===== config.mk =====
export PLATFORM = sky130hd
export DESIGN_NAME = wb_trace_buffer
export DESIGN_NICKNAME = d
export VERILOG_FILES = /design/src/rtl/cpu_trace_pkg.sv /design/src/rtl/trace_fifo.sv /design/src/rtl/wb_trace_buffer.sv
export SDC_FILE = /design/constraint.sdc
export NUM_CORES = 2
export LEC_CHECK = 0
export ABC_AREA = 0
export CAP_MARGIN = 20
export CORE_ASPECT_RATIO = 0.9
export CORE_MARGIN = 3
export CORE_UTILIZATION = 55
export DETAILED_ROUTE_END_ITERATION = 10
export PLACE_DENSITY_LB_ADDON = 0.2
export SLEW_MARGIN = 10
export SYNTH_ARGS = -nofsm -noshare
export SYNTH_HDL_FRONTEND = slang
export SYNTH_SLANG_ARGS = --single-unit
export TNS_END_PERCENT = 10

===== constraint.sdc =====
create_clock -name CLOCK -period 9.5 [get_ports CLOCK]
set_clock_uncertainty 0.1 [all_clocks]
set_input_delay 1.425 -clock CLOCK [delete_from_list [all_inputs] [get_ports CLOCK]]
set_output_delay 1.425 -clock CLOCK [all_outputs]
set_load 0.02 [all_outputs]

===== src/rtl/cpu_trace_pkg.sv =====
// Shared definitions for the write-back trace buffer: entry kinds, FSM states,
// the default end-of-program word and the packed payload of one trace entry.
package cpu_trace_pkg;

  localparam logic [1:0] TR_REG  = 2'b01;
  localparam logic [1:0] TR_MEM  = 2'b10;
  localparam logic [1:0] TR_BOTH = 2'b11;

  localparam logic [31:0] HALT_INST_DEF = 32'hFFFF_FFFF;

  typedef enum logic [1:0] {
    ST_RUN    = 2'd0,
    ST_DRAIN  = 2'd1,
    ST_HALTED = 2'd2
  } trace_state_e;

  // Payload of one entry; the cycle stamp is prepended by the top because its
  // width is a parameter of the block.
  typedef struct packed {
    logic [1:0]  kind;
    logic [4:0]  reg_addr;
    logic [31:0] reg_data;
    logic [31:0] mem_addr;
    logic [31:0] mem_data;
  } trace_payload_t;

endpackage


===== src/rtl/trace_fifo.sv =====
// Synchronous FIFO with show-ahead output. Output data is forced to zero while
// empty so that stale storage never appears on the read port.
module trace_fifo #(
  parameter int DEPTH = 16,
  parameter int WIDTH = 32
) (
  input  logic                   clk,
  input  logic                   rst_n,
  input  logic                   push,
  input  logic                   pop,
  input  logic [WIDTH-1:0]       din,
  output logic [WIDTH-1:0]       dout,
  output logic                   full,
  output logic                   empty,
  output logic [$clog2(DEPTH):0] count
);

  localparam int AW = $clog2(DEPTH);
  localparam logic [AW:0] FULL_CNT = (AW+1)'(DEPTH);

  logic [AW-1:0]    wr_ptr_q, wr_ptr_d, rd_ptr_q, rd_ptr_d;
  logic [AW:0]      count_q, count_d;
  logic [WIDTH-1:0] mem_q [DEPTH];
  logic [WIDTH-1:0] mem_d [DEPTH];
  logic             do_push, do_pop;

  // Flags, accepted push/pop, pointer and occupancy next state.
  always_comb begin
    empty    = (count_q == '0);
    full     = (count_q == FULL_CNT);
    do_pop   = pop && !empty;
    // A push into a full FIFO is only accepted when a pop frees the slot.
    do_push  = push && (!full || do_pop);
    wr_ptr_d = wr_ptr_q;
    rd_ptr_d = rd_ptr_q;
    count_d  = count_q;
    if (do_push) wr_ptr_d = wr_ptr_q + AW'(1);
    if (do_pop)  rd_ptr_d = rd_ptr_q + AW'(1);
    if (do_push && !do_pop)      count_d = count_q + (AW+1)'(1);
    else if (!do_push && do_pop) count_d = count_q - (AW+1)'(1);
    mem_d = mem_q;
    if (do_push) mem_d[wr_ptr_q] = din;
    dout  = empty ? '0 : mem_q[rd_ptr_q];
    count = count_q;
  end

  // Pointer and occupancy registers.
  always_ff @(posedge clk or negedge rst_n) begin
    if (!rst_n) begin
      wr_ptr_q <= '0;
      rd_ptr_q <= '0;
      count_q  <= '0;
    end else begin
      wr_ptr_q <= wr_ptr_d;
      rd_ptr_q <= rd_ptr_d;
      count_q  <= count_d;
    end
  end

  // Entry storage; contents are irrelevant while the pointers say empty.
  always_ff @(posedge clk) begin
    mem_q <= mem_d;
  end

endmodule


===== src/rtl/wb_trace_buffer.sv =====
// Snoops the WB register write and MEM store ports, records each architectural
// write with a cycle stamp into a FIFO, and raises HALTED once the end-of-program
// instruction has been fetched and the pipeline behind it has drained.
module wb_trace_buffer import cpu_trace_pkg::*; #(
  parameter int          DEPTH        = 16,
  parameter int          CYC_W        = 16,
  parameter logic [31:0] HALT_INST    = HALT_INST_DEF,
  parameter int          DRAIN_CYCLES = 4
) (
  input  logic                   CLOCK,
  input  logic                   RESET,
  input  logic                   REG_WEN_W,
  input  logic [4:0]             REG_ADDR_W,
  input  logic [31:0]            REG_DATA_W,
  input  logic                   MEM_WEN_M,
  input  logic [31:0]            MEM_ADDR_M,
  input  logic [31:0]            MEM_DATA_M,
  input  logic [31:0]            INST_F,
  input  logic                   TR_READY,
  output logic                   TR_VALID,
  output logic [1:0]             TR_KIND,
  output logic [CYC_W-1:0]       TR_CYCLE,
  output logic [4:0]             TR_REG_ADDR,
  output logic [31:0]            TR_REG_DATA,
  output logic [31:0]            TR_MEM_ADDR,
  output logic [31:0]            TR_MEM_DATA,
  output logic [$clog2(DEPTH):0] COUNT,
  output logic                   OVERFLOW,
  output logic [15:0]            DROPPED,
  output logic [CYC_W-1:0]       CYCLE,
  output logic                   HALTED
);

  localparam int DC_W = (DRAIN_CYCLES > 1) ? $clog2(DRAIN_CYCLES) : 1;

  typedef struct packed {
    logic [CYC_W-1:0] cycle;
    trace_payload_t   pl;
  } entry_t;

  trace_state_e     state_q, state_d;
  logic [DC_W-1:0]  dcnt_q, dcnt_d;
  logic [CYC_W-1:0] cycle_q, cycle_d;
  logic             ovf_q, ovf_d;
  logic [15:0]      drop_q, drop_d;
  logic             ev_reg, ev_mem, ev_cap, pop_ok, drop;
  logic             fifo_full, fifo_empty;
  entry_t           ent_in, ent_out;

  // Event qualification and entry formation; writes to $0 are not events.
  always_comb begin
    ev_reg = REG_WEN_W && (REG_ADDR_W != 5'd0);
    ev_mem = MEM_WEN_M;
    ev_cap = (ev_reg || ev_mem) && (state_q != ST_HALTED);
    ent_in = '0;
    ent_in.cycle = cycle_q;
    if (ev_reg) begin
      ent_in.pl.kind     = ent_in.pl.kind | TR_REG;
      ent_in.pl.reg_addr = REG_ADDR_W;
      ent_in.pl.reg_data = REG_DATA_W;
    end
    if (ev_mem) begin
      ent_in.pl.kind     = ent_in.pl.kind | TR_MEM;
      ent_in.pl.mem_addr = MEM_ADDR_M;
      ent_in.pl.mem_data = MEM_DATA_M;
    end
    pop_ok = TR_READY && !fifo_empty;
    drop   = ev_cap && fifo_full && !pop_ok;
  end

  trace_fifo #(.DEPTH(DEPTH), .WIDTH($bits(entry_t))) u_fifo (
    .clk   (CLOCK),
    .rst_n (RESET),
    .push  (ev_cap),
    .pop   (TR_READY),
    .din   (ent_in),
    .dout  (ent_out),
    .full  (fifo_full),
    .empty (fifo_empty),
    .count (COUNT)
  );

  // Halt FSM next state: RUN -> DRAIN on the halt word, DRAIN -> HALTED when the
  // drain counter reaches zero; only reset leaves HALTED.
  always_comb begin
    state_d = state_q;
    dcnt_d  = dcnt_q;
    case (state_q)
      ST_RUN: begin
        if (INST_F == HALT_INST) begin
          if (DRAIN_CYCLES <= 1) begin
            state_d = ST_HALTED;
          end else begin
            state_d = ST_DRAIN;
            dcnt_d  = DC_W'(DRAIN_CYCLES - 1);
          end
        end
      end
      ST_DRAIN: begin
        dcnt_d = dcnt_q - DC_W'(1);
        if (dcnt_q <= DC_W'(1)) state_d = ST_HALTED;
      end
      default: ;
    endcase
  end

  // Cycle counter (saturating, frozen once halted) and drop statistics.
  always_comb begin
    cycle_d = cycle_q;
    ovf_d   = ovf_q;
    drop_d  = drop_q;
    if (state_q != ST_HALTED && cycle_q != '1) cycle_d = cycle_q + CYC_W'(1);
    if (drop) begin
      ovf_d = 1'b1;
      if (drop_q != 16'hFFFF) drop_d = drop_q + 16'd1;
    end
  end

  // State and counter registers.
  always_ff @(posedge CLOCK or negedge RESET) begin
    if (!RESET) begin
      state_q <= ST_RUN;
      dcnt_q  <= '0;
      cycle_q <= '0;
      ovf_q   <= 1'b0;
      drop_q  <= '0;
    end else begin
      state_q <= state_d;
      dcnt_q  <= dcnt_d;
      cycle_q <= cycle_d;
      ovf_q   <= ovf_d;
      drop_q  <= drop_d;
    end
  end

  // Output mapping; head fields are already zero whenever the FIFO is empty.
  always_comb begin
    TR_VALID    = !fifo_empty;
    TR_KIND     = ent_out.pl.kind;
    TR_CYCLE    = ent_out.cycle;
    TR_REG_ADDR = ent_out.pl.reg_addr;
    TR_REG_DATA = ent_out.pl.reg_data;
    TR_MEM_ADDR = ent_out.pl.mem_addr;
    TR_MEM_DATA = ent_out.pl.mem_data;
    OVERFLOW    = ovf_q;
    DROPPED     = drop_q;
    CYCLE       = cycle_q;
    HALTED      = (state_q == ST_HALTED);
  end

endmodule

### Word level (Yosys, flattened, before mapping)

Cells that the tools add are included.

| cells by class | value |
|---|---|
| reductions and logical operators | 24 |
| muxes and demuxes | 17 |
| bitwise gates (word level) | 2 |
| equality and inequality tests | 9 |
| magnitude comparators | 4 |
| add/subtract/negate cells | 7 |

Operators with widths:

| cell | number |
|---|---|
| 1904-bit bitwise mux | 1 |
| 119-bit binary-select mux with 4-bit select | 1 |
| 119-bit demux with 4-bit select | 1 |
| 119-bit two-way mux | 4 |
| 64-bit two-way mux | 1 |
| 38-bit two-way mux | 1 |
| 16-bit by 1-bit adder with 16-bit output (second input constant) | 2 |
| 32-bit equality test (second input constant) | 1 |
| 16-bit != test (second input constant) | 2 |
| 5-bit >= comparator (second input constant) | 2 |
| 1-bit logical AND | 10 |
| 5-bit two-way mux | 2 |
| 4-bit inverter with 5-bit output | 2 |
| 4-bit by 1-bit adder with 4-bit output (second input constant) | 2 |
| 2-bit two-way mux | 4 |
| 2-bit case mux with 2 select lines | 2 |
| 2-bit != test (second input constant) | 3 |
| 5-bit by 1-bit adder with 5-bit output (second input constant) | 1 |
| 5-bit equality test (second input constant) | 1 |
| 5-bit zero test | 1 |
| 5-bit by 1-bit less-than comparator with 1-bit output (second input constant) | 1 |
| 5-bit nonzero test | 1 |
| 5-bit by 1-bit subtractor with 5-bit output (second input constant) | 1 |
| 1-bit zero test | 4 |
| other kinds (9) | 12 |

| storage, ports and cells | value |
|---|---|
| flip-flop bits (word level) | 1954 |
| output and inout bits | 159 |
| word-level logic and storage cells | 87 |
| input bits | 138 |

### Depth between registers and ports, before layout

| logic depth | value |
|---|---|
| depth in word-level cells | 9 |
| gate-level depth with buffers | 13 |
| mapped depth without buffers | 12 |

### Hierarchy

A second synthesis with hierarchy kept.

| second synthesis, totals | value |
|---|---|
| cell total of the unflattened synthesis | 3819 |
| area, all modules | 75738.9 um^2 |

Modules (own cells, without submodules):

| module | instances | cells an instance | area each (um^2) | seq. area each (um^2) |
|---|---|---|---|---|
| trace_fifo | 1 | 3516 | 73017.5 | 57500.1 |
| wb_trace_buffer | 1 | 303 | 2721.4 | 925.9 |

### Worst setup path after synthesis

Ideal clock, no wire load.

| timing | value |
|---|---|
| path type | input port to flip-flop |
| from | input REG_ADDR_W[0] |
| to | register u_fifo.mem_q[1666] (netlist name) (enable) |
| setup time | 0.743 ns |
| required time | 8.657 ns |
| path buffers | 1 |
| path slack | -1.453 ns |
| stages on the path | 6 |
| data arrival time | 10.110 ns |
| cell sequence | or4_1 > o21a_4 > o21a_1 > buf_2 > nand2_1 > nor3_1 |

| between the ends | value |
|---|---|
| longest elaborated chain between the ends | 5 |

Ends and longest elaborated chain:

| what | RTL line | source |
|---|---|---|
| start: declaration | wb_trace_buffer.sv:13 | `input logic [4:0] REG_ADDR_W,` |
| 5-bit nonzero test | wb_trace_buffer.sv:52 | `ev_reg = REG_WEN_W && (REG_ADDR_W != 5'd0);` |
| 1-bit logical AND | wb_trace_buffer.sv:52 |  |
| 1-bit logical OR | wb_trace_buffer.sv:54 | `ev_cap = (ev_reg \|\| ev_mem) && (state_q != ST_HALTED);` |
| 1-bit logical AND | wb_trace_buffer.sv:54 |  |
| 1-bit logical AND | trace_fifo.sv:33 | `do_push = push && (!full \|\| do_pop);` |
| via u_fifo.do_push | trace_fifo.sv:25 | `logic do_push, do_pop;` |
| end signal: assignment | trace_fifo.sv:62 | `mem_q <= mem_d;` |
| end: declaration | trace_fifo.sv:23 | `logic [WIDTH-1:0] mem_q [DEPTH];` |

The timed path passes the listed nets, and every way through them passes these cells.
A chain may end at the register's enable or synchronous reset.

### Final worst setup path

| timing | value |
|---|---|
| from | register u_fifo.rd_ptr_q[1] |
| to | output TR_MEM_DATA[1] |

| between the ends | value |
|---|---|
| longest elaborated chain between the ends | 5 |

Ends and longest elaborated chain:

| what | RTL line | source |
|---|---|---|
| start: declaration | trace_fifo.sv:21 | `logic [AW-1:0] wr_ptr_q, wr_ptr_d, rd_ptr_q, rd_ptr_d;` |
| start signal: assignment | trace_fifo.sv:55 | `rd_ptr_q <= rd_ptr_d;` |
| 4-bit inverter with 5-bit output (not written as such) | trace_fifo.sv:43 | `dout = empty ? '0 : mem_q[rd_ptr_q];` |
| 119-bit binary-select mux with 4-bit select | trace_fifo.sv:43 |  |
| 119-bit two-way mux (not written as such) (2 in a row) | trace_fifo.sv:43 |  |
| 119-bit two-way mux | trace_fifo.sv:43 |  |
| end: declaration | wb_trace_buffer.sv:26 | `output logic [31:0] TR_MEM_DATA,` |

Every way passes these cells. The select of a mux whose other input is x is not followed.

==> flow_summary.toml <==
[status]
status = "complete, no violations"

[clock_tree]
cts.clk_slew.worst_paths_ns = 0.07
cts_resized = 0
cts_tree = "done"
cts_hold_buf = 0
postCtsSetupBuffers = 0
cts_buffer_depth = 3
cts_max_level = 4
cts_made_buffers = 186
clk_latency_ns = 0.80
cts_root_buf = "clkbuf_16"
cts.sinks = 1954

[worst_setup_path]
rr_endpoint = "u_fifo.mem_q[429]"
crit_arrival_ns = 4.80
crit_buf_inv = 2
reg2regPathDepth = 7
cp.required_ns = 7.98
crit_fanout = 177
critical-path-max-stage-delay_ns = 1.19
timing.reg2reg.setup_slack_ns = 5.02
timing.rr.start = "state_q[1]"
startpoint_type = "flop"
critical_path_cell_count = 5
cp_slowest_cell = "dfrtp_4"
path_cells = "buf_12 -> mux4_2 -> mux2i_1 -> o22ai_1 -> clkdlybuf4s50_1"
crit_type = "reg -> out"
crit_path_end_kind = "output port"
crit_family = "buffers and inverters"

[final_layout]
n_antenna_cell = 0
final_util_pct = 63.70
fin_cells = 5627
drive_gt1_share_pct = 22.04
fin_area_um2 = 86300
final_nets = 3802
area.growth.synth_to_final_pct = 14.78

[logic_synthesis]
synth_top_area_share_pct = 76.04
yosys_most_used_dff = "edfxtp_1"
syn_inst = 3290
synth.top_cells.by_count = "edfxtp_1 (1904), mux4_2 (476), mux2i_1 (240)"
syn_nets = 3441
synthMostInstantiatedCell = "edfxtp_1"
synth-warning-count = 0
synth_area_leader_cell = "edfxtp_1"
synth_seq_cells = 1954
synth_edf_count = 1904
synth.distinct_cells = 46
async_flop_share_pct = 2.559
netlist_area_um2 = 75190
netlist_top_cells_area = "edfxtp_1 (76%), mux4_2 (14%), mux2i_1 (3.2%), dfrtp_1 (1.7%), o22ai_1 (0.99%)"
avgSynthCellArea_um2 = 22.85
seq_area_frac_synth_pct = 77.70

[pwr]
power_density_nw_per_um2 = 270.3
total_power_uw = 23330
ir_drop_mv = 0.2725
p_leak_uw = 0.02626

[detailed_routing]
first_iter_violations = 3389
vias_per_cell = 6.299
drc = 0
vias = 35440
first_pass_iters = 5
wl_per_cell_um = 30.65
drtAntennaViolNets = 0
totalWireLength_mm = 172.4

[timing]
period_share_pct = 66.62
worst_pin_slew_ns = 1.315
rsz0062_at_grt = "false"
fmax_mhz = 158.0
setup_viol = 0
min_period_ns = 6.329
drv_slew = 0
slew_headroom_pct = 12.32
hold_violations = 0

[min_path]
hp-class = "reg -> reg"
hold_start = "OVERFLOW"
hold-path-cell-count = 1
hold_end = "OVERFLOW"

[placed_design]
place_inst = 5282
portBuffers = 296
gp_congestion = 0.7889
dpl-instance-area_um2 = 80310
dpl.hpwl_mm = 88.11

[flow_run]
cap_violations = 0

[global_route]
track_usage_pct = 24.76
grt_max_degree = 178
grt_pass1_vias = 36950
gr-total-overflow = 0
grt_pass1_wl_mm = 252.7
antenna_found_initial = 5

[floorplan]
core_um2 = 135500
die_x_um = 395.7
die_area_um2 = 141200
initial_utilization_pct = 55.50
std_cell_rows = 128
ioPinCount = 297
die_h_um = 356.8
flip-flops by register name, indices dropped and copies added (netlist names):
signal and flops:
OVERFLOW 1, dcnt_q 2, u_fifo.mem_q 1904, CYCLE 16
u_fifo.wr_ptr_q 4, u_fifo.rd_ptr_q 4, u_fifo.count 5, DROPPED 16
state_q 2
stage by stage:
stage / setup slack [ns] / TNS [ns] / hold slack, ns
global placement: 3.922 / 0 / 0.3497
floorplan: -1.453 / -517.07 / 0.3543
detailed placement: 3.907 / 0 / 0.3531
global route: 2.925 / 0 / 0.3904
finish: 3.171 / 0 / 0.3770
CTS: 3.085 / 0 / 0.3818
power breakdown:
group	internal, µW	switching (µW)	total (µW)
clock	4120	3090	7220
sequential	9460	180	9640
combinational	3000	3470	6470
total	16600	6740	23300
metal layers:
layer | up-vias | part of all wire (%) | wire length, µm | global-route usage (%)
li1 | 14630 | - | - | -
met1 | 19010 | 40 | 69020 | 34.93
met2 | 1491 | 49 | 84450 | 39.40
met3 | 306 | 7.9 | 13540 | 5.103
met4 | 6 | 3.1 | 5396 | 8.270
met5 | - | 0.023 | 40 | 0
worst max path at each step:
stage / from / endpoint / slack, ns
after global routing: u_fifo.rd_ptr_q[0] / TR_MEM_DATA[1] / 2.92
final: u_fifo.rd_ptr_q[1] / TR_MEM_DATA[1] / 3.17
after global placement: TR_READY / u_fifo.mem_q[391] / 3.92
after CTS: u_fifo.rd_ptr_q[1] / TR_MEM_DATA[1] / 3.09
after detailed placement: TR_READY / u_fifo.mem_q[429] / 3.91
after floorplan: REG_ADDR_W[0] / u_fifo.mem_q[1785] / -1.45
layout by cell type, fill, tap and decap left out, drive strengths merged, types with 2 or more instances in the layout:
cell and count:
o21a 3, bufinv 16, nor4 9, mux2 4, o22ai 119, xor2 19
o21ai 5, clkinv 80, inv 21, mux4 476, clkdlybuf4s50 294, mux2i 240
buf 70, and2 101, ha 12, dfrtp 50, or3 2, nand2 25
xnor2 17, and3 3, a21o 2, nand3 9, edfxtp 1904, a31oi 4
nor3 15, a21oi 6, nor2 26, nand4 20, nand2b 7, nor4b 2
clkbuf 236
cell type report:
type / count / area [µm²]
Tap cell: 1820 / 2277
Timing Repair Buffer: 364 / 3598
Inverter: 10 / 37.54
Fill cell: 8900 / 49190
Clock buffer: 236 / 4936
Multi-Input combinational cell: 1135 / 15990
Sequential cell: 1954 / 58440
Clock inverter: 108 / 1030
worst register-to-register path: stages, from the launching register on:
cell      delay [ns]
dfrtp_1         0.45
nand2b_1        0.28
inv_1           0.20
a31oi_1         0.51
o21a_1          0.42
nand2_1         0.32
nor2_4          0.74
buf_4           1.00
logic make-up after synthesis:
kind of cell	share of synthesized area [%]
and+or+nand+nor	1.726
buffers and inverters	1.208
adders and majority gates	0.2263
muxes	17.51
xor gates and xnor gates	0.4193
DFF	77.70
AOI/OAI and AO/OA	1.205
Note: power is estimated with default switching activity, not from simulation.
